File: config.mk
export PLATFORM = sky130hd
export DESIGN_NAME = mux_in_pico
export DESIGN_NICKNAME = d
export VERILOG_FILES = /design/src/rtl/mux_in_pico.sv
export SDC_FILE = /design/constraint.sdc
export NUM_CORES = 1
export LEC_CHECK = 0
export CORE_UTILIZATION = 31
export CTS_CLUSTER_DIAMETER = 150
export DETAILED_ROUTE_END_ITERATION = 12
export GPL_TIMING_DRIVEN = 0
export PLACE_DENSITY_LB_ADDON = 0.1
export SLEW_MARGIN = 20
export SYNTH_ARGS = -nofsm -noshare
export SYNTH_HDL_FRONTEND = slang
export SYNTH_SLANG_ARGS = --single-unit
File: constraint.sdc
create_clock -name clk -period 0.8 [get_ports clk]
set_input_delay 0.08 -clock clk [delete_from_list [all_inputs] [get_ports clk]]
set_output_delay 0.08 -clock clk [all_outputs]
set_load 0.02 [all_outputs]
File: src/rtl/mux_in_pico.sv
// PicoBlaze IN_PORT multiplexer: one registered byte chosen by port_id from RTC and keypad sources.
// Optional build macro MUX_INPICO_DEVID_EN adds a device-ID byte (0x0A) and an id_port loopback (0x0B).
module mux_in_pico #(
   parameter int                 DATA_W      = 8,
   parameter logic [DATA_W-1:0]  DEFAULT_VAL = {DATA_W{1'b0}}
) (
   input  logic              clk,
   input  logic              reset,
   input  logic [DATA_W-1:0] seg_rtc,
   input  logic [DATA_W-1:0] min_rtc,
   input  logic [DATA_W-1:0] hora_rtc,
   input  logic [DATA_W-1:0] dia_rtc,
   input  logic [DATA_W-1:0] mes_rtc,
   input  logic [DATA_W-1:0] year_rtc,
   input  logic [DATA_W-1:0] seg_tim_rtc,
   input  logic [DATA_W-1:0] min_tim_rtc,
   input  logic [DATA_W-1:0] hora_tim_rtc,
   input  logic [DATA_W-1:0] tecla,
   input  logic [7:0]        id_port,
   output logic [DATA_W-1:0] dato_inpico
);

   logic [DATA_W-1:0] sel_s;
   logic [DATA_W-1:0] dato_r;

`ifdef MUX_INPICO_DEVID_EN
   logic [7:0] id_last_r;

   // Loopback of the id_port value seen at the previous edge, for firmware self-test.
   always_ff @(posedge clk or posedge reset) begin
      if (reset) begin
         id_last_r <= 8'h00;
      end else begin
         id_last_r <= id_port;
      end
   end
`endif

   // Source selection; anything unmapped (including undefined encodings) falls to DEFAULT_VAL.
   always_comb begin
      sel_s = DEFAULT_VAL;
      case (id_port)
         8'h00:   sel_s = seg_rtc;
         8'h01:   sel_s = min_rtc;
         8'h02:   sel_s = hora_rtc;
         8'h03:   sel_s = dia_rtc;
         8'h04:   sel_s = mes_rtc;
         8'h05:   sel_s = year_rtc;
         8'h06:   sel_s = seg_tim_rtc;
         8'h07:   sel_s = min_tim_rtc;
         8'h08:   sel_s = hora_tim_rtc;
         8'h09:   sel_s = tecla;
`ifdef MUX_INPICO_DEVID_EN
         8'h0A:   sel_s = DATA_W'(8'hA5);
         8'h0B:   sel_s = DATA_W'(id_last_r);
`endif
         default: sel_s = DEFAULT_VAL;
      endcase
   end

   // Single output register giving the one-cycle latency PicoBlaze INPUT expects.
   always_ff @(posedge clk or posedge reset) begin
      if (reset) begin
         dato_r <= {DATA_W{1'b0}};
      end else begin
         dato_r <= sel_s;
      end
   end

   assign dato_inpico = dato_r;

endmodule

Yosys cells after proc, flatten, opt, wreduce, memory -nomap -nowiden
Cells that the tools add are included.
{"block": "word_totals", "ff_bits": 8, "latchBits": 0, "ram_bits": 0, "romBits": 0, "input_bits": 90, "elab_cells": 12, "n_memories": 0}
{"block": "classes", "n_addsub": 0, "multipliers": 0, "div_mod_pow": 0, "magnitude_cmp": 0, "n_eq_ne": 9, "shift": 0, "n_mux": 1, "n_bitwise": 0, "reduce_logical": 1}
{"cell": "$pmux W8 S10", "n": 1}
{"cell": "$eq A8 B3 Y1 const B", "n": 4}
{"cell": "$eq A8 B2 Y1 const B", "n": 2}
{"cell": "$eq A8 B4 Y1 const B", "n": 2}
{"cell": "$eq A8 B1 Y1 const B", "n": 1}
{"cell": "$logic_not A8 Y1", "n": 1}

Longest topological paths before layout
{"block": "logic_depth", "word_depth": 2, "ltp_mapped": 7}

Worst setup path after synthesis
No wires, ideal clock.
{"block": "synth_path", "path_kind": "in2reg", "start": "input port id_port[0]", "end": "register dato_r[1] (netlist: dato_inpico[1])", "setup_time_ns": 0.137, "arrival_time_ns": 1.288, "required_time_ns": 0.663, "setup_slack_ns": -0.625, "path_stages": 5, "n_path_buf": 2, "path_cell_list": "buf_2 buf_2 mux4_2 a22oi_1 o32ai_1"}
{"block": "synth_between", "elab_chain_cells": 2}
{"element": "start: declaration", "line_no": "19", "rtl": "input logic [7:0] id_port,"}
{"element": "$eq A8 B4 Y1 (tied with other cells)", "line_no": "42", "rtl": "case (id_port)"}
{"element": "$pmux W8 S10 (*)", "line_no": "42"}
{"element": "net sel_s[1]", "line_no": "23", "rtl": "logic [DATA_W-1:0] sel_s;"}
{"element": "end signal: assignment", "line_no": "64", "rtl": "dato_r <= {DATA_W{1'b0}};"}
{"element": "end signal: assignment", "line_no": "66", "rtl": "dato_r <= sel_s;"}
{"element": "end: declaration", "line_no": "24", "rtl": "logic [DATA_W-1:0] dato_r;"}
Mark *: on every way through the listed nets, which the timed path passes. The rest lies on a longest branch.

Final worst setup path
{"block": "layout_path", "start": "input port seg_tim_rtc[2]", "end": "register dato_r[2] (netlist: dato_inpico[2])"}
{"block": "layout_between", "elab_chain_cells": 1}
{"element": "start: declaration", "line_no": "15", "rtl": "input logic [DATA_W-1:0] seg_tim_rtc,"}
{"element": "$pmux W8 S10", "line_no": "42"}
{"element": "net sel_s[2]", "line_no": "23"}
The timed path passes the listed nets, and every way through them passes these cells.

==> out/summary.txt <==
number of warnings reported in the yosys synthesis log -> 0
share of synthesized flip-flops with an asynchronous set or reset -> 100%
switching power total -> 0.472 mW
required time at the endpoint of the critical path -> 0.94 ns
global-route wire length before repair -> 6.11 mm
estimated wirelength of the detail-placed design -> 3.14 mm
area leader, netlist -> sky130_fd_sc_hd__mux4_2
hold_ws -> 0.0611 ns
count of input and output buffers -> 95
total length of routed wires -> 4.18 mm
Bufs on Longest Clock Path -> 2
DIE AREA -> 3310 sq um
Synth top area share -> 21.2%
Routed WL per cell -> 18.2 um
drt first pass iters -> 8
Switching Fraction -> 28.6%
Post-Syn Area -> 956 sq um
number of failing hold endpoints at the final stage -> 0
worst-case vdd ir drop -> 0.000384 V
number of antenna violations at the first check in global routing -> 0
core box area -> 2830 sq um
number of flops mapped to enable cells by yosys -> 0
floorplan die width -> 57.5 um
period utilization -> 143%
area growth from synthesis to layout -> 130%
largest net degree at the start of global routing -> 11
leakage dissipation -> 0.931 nW
failing checks -> design-rule violations, negative setup slack
TritonCTS Sinks -> 8
Final Max Slew Viols -> 0
flip-flop count of the largest register after layout -> 8
TritonCTS Buffers -> 3
FF+latch count, synth -> 8
Root Buffer -> sky130_fd_sc_hd__clkbuf_4
total number of vias -> 1,275
run status -> finished, violations left
cell count after synthesis -> 97
transition time at the pin with the least slew margin -> 0.358 ns
clock-pin slew of the registers on the worst-case setup and hold paths -> 0.06 ns
via count of the first global-routing pass -> 1,319
Cell variety after synth -> 29
Worst EP arrival -> 1.29 ns
overall overflow remaining after global route -> 0
sum of negative setup slack -> -2.59 ns
critical path peak fanout -> 1
shortest clock period the worst path allows after layout -> 1.15 ns
worst setup path category -> in2reg
Final Instance Count excl. Fillers -> 230
starting DRC count in detailed routing -> 35
antenna cells -> 0
syn nets -> 187
proportion of power drawn by flip-flops and latches -> 25.1%
sequential cell area fraction in the yosys report -> 20.9%
number of placed I/O pins -> 98
total DRC errors in the routed layout -> 5
pre-CTS WS -> -1.09 ns
MaxCap Viol Count -> 0
overall power -> 1.65 mW
P_int -> 1.18 mW
Worst setup EP type -> flip-flop
number of endpoints failing setup at the final stage -> 16
most frequent cells after synthesis -> sky130_fd_sc_hd__mux4_2 (9), sky130_fd_sc_hd__dfrtp_1 (8), sky130_fd_sc_hd__nor2_1 (8)
part of the total power dissipated in the clock network -> 20.0%
RePlAce Congestion -> 0.787
count of antenna-violating nets left after detailed routing -> 0
unrepaired setup endpoints after global routing -> yes
maximum frequency from static timing analysis -> 873 MHz
dominant synthesized flop cell -> sky130_fd_sc_hd__dfrtp_1
tightest slew margin relative to the limit -> 76.1%
combinational power share -> 54.9%
height of the chip -> 57.5 um
number of levels in the clock H-tree -> 1
standard-cell row count -> 19
synth top area cells -> sky130_fd_sc_hd__mux4_2 (21%), sky130_fd_sc_hd__dfrtp_1 (21%), sky130_fd_sc_hd__mux2i_1 (7.3%), sky130_fd_sc_hd__mux2_1 (5.9%), sky130_fd_sc_hd__mux2_2 (5.9%)
startpoint type of the worst setup path -> input pin
number of placed cells counting well taps -> 223
starting density of the core -> 33.8%
Min-Delay Path Class -> in2async
Overall Global Routing Usage -> 24.2%
most common cell in the synthesized netlist -> sky130_fd_sc_hd__mux4_2
number of nets in the final layout -> 291
final setup margin -> -0.346 ns
post-synthesis average cell area -> 9.85 sq um
share of cells above drive strength 1 -> 32.2%
pwr dens -> 750 nW/um^2
clock tree from TritonCTS -> done
DR vias/cell -> 5.54
-- critical path, cell delays in order --
cell and delay (ns):
sky130_fd_sc_hd__clkdlybuf4s50_1 0.45, sky130_fd_sc_hd__mux4_2 0.50, sky130_fd_sc_hd__nor2b_2 0.15, sky130_fd_sc_hd__o32ai_2 0.10
-- worst paths after layout --
| path | slack (ns) | cells past startpoint | end | start |
|---|---|---|---|---|
| min in group clk | 0.20 | 4 | dato_inpico[7]$_DFF_PP0_ | id_port[2] |
| min | 0.06 | 2 | dato_inpico[7]$_DFF_PP0_ | reset |
| max in group asynchronous | 0.50 | 2 | dato_inpico[4]$_DFF_PP0_ | reset |
| max | -0.35 | 4 | dato_inpico[2]$_DFF_PP0_ | seg_tim_rtc[2] |
-- placed cells by master (no fill, tap or decap), drive strengths merged, types with 3 or more instances in the layout --
cell,instances
buf,25
o32ai,4
clkdlybuf4s50,61
clkbuf,7
dlygate4sd2,9
nand2b,4
nor2b,3
nor2,8
nand3,6
mux2i,7
a221oi,3
a31oi,5
mux2,10
dlymetal6s2s,4
dfrtp,8
mux4,9
clkdlybuf4s15,7
-- power by group through the flow --
| stage | logic [mW] | registers (mW) | clock network, mW |
|---|---|---|---|
| final | 0.905 | 0.414 | 0.329 |
| after global routing | 0.959 | 0.414 | 0.364 |
| after CTS | 0.848 | 0.414 | 0.315 |
| after detailed placement | 0.817 | 0.420 | 0 |
| after global placement | 0.795 | 0.419 | 0 |
| after floorplan | 0.312 | 0.428 | 0 |
-- what timing repair did --
item | in CTS | in global routing
buffers inserted | 5 | 0
gates resized for setup | 114 | 21
hold buffers | 0 | 0
endpoints found under the setup margin | 16 | 16
pin swaps | 10 | 8
cloned | 0 | 0
-- layout make-up --
cell class                      instances  area [sq um]
Inverter                                2          7.51
Multi-Input combinational cell         76           831
Sequential cell                         8           200
Buffer                                 10           110
Timing Repair Buffer                  100           987
Tap cell                               31          38.8
Fill cell                             186           632
Clock buffer                            3          22.5
-- layer usage --
metal | vias up | GRT usage [%] | wire, um
li1 | 590 | - | -
met4 | 0 | 7.67 | 132
met1 | 602 | 27.1 | 1410
met3 | 8 | 2.27 | 274
met2 | 75 | 47.5 | 2360
met5 | - | 0 | 0
-- cells by family (layout without fill, tap and decap cells) --
logic type,Yosys count,count (layout),synth area share (%)
compound gates,23,23,17.4
buf+inv,13,115,6.54
flops,8,8,20.9
mux,26,26,40.3
simple gates,27,27,14.8
-- stage by stage --
stage	utilization, %	cell area (sq um)
6_report	77.7	2200
5_1_grt	77.7	2200
4_1_cts	74.1	2100
3_5_place_dp	69.8	1970
3_3_place_gp	69.8	1970
2_1_floorplan	-	985
No activity file was read; power rests on OpenSTA's default activity.
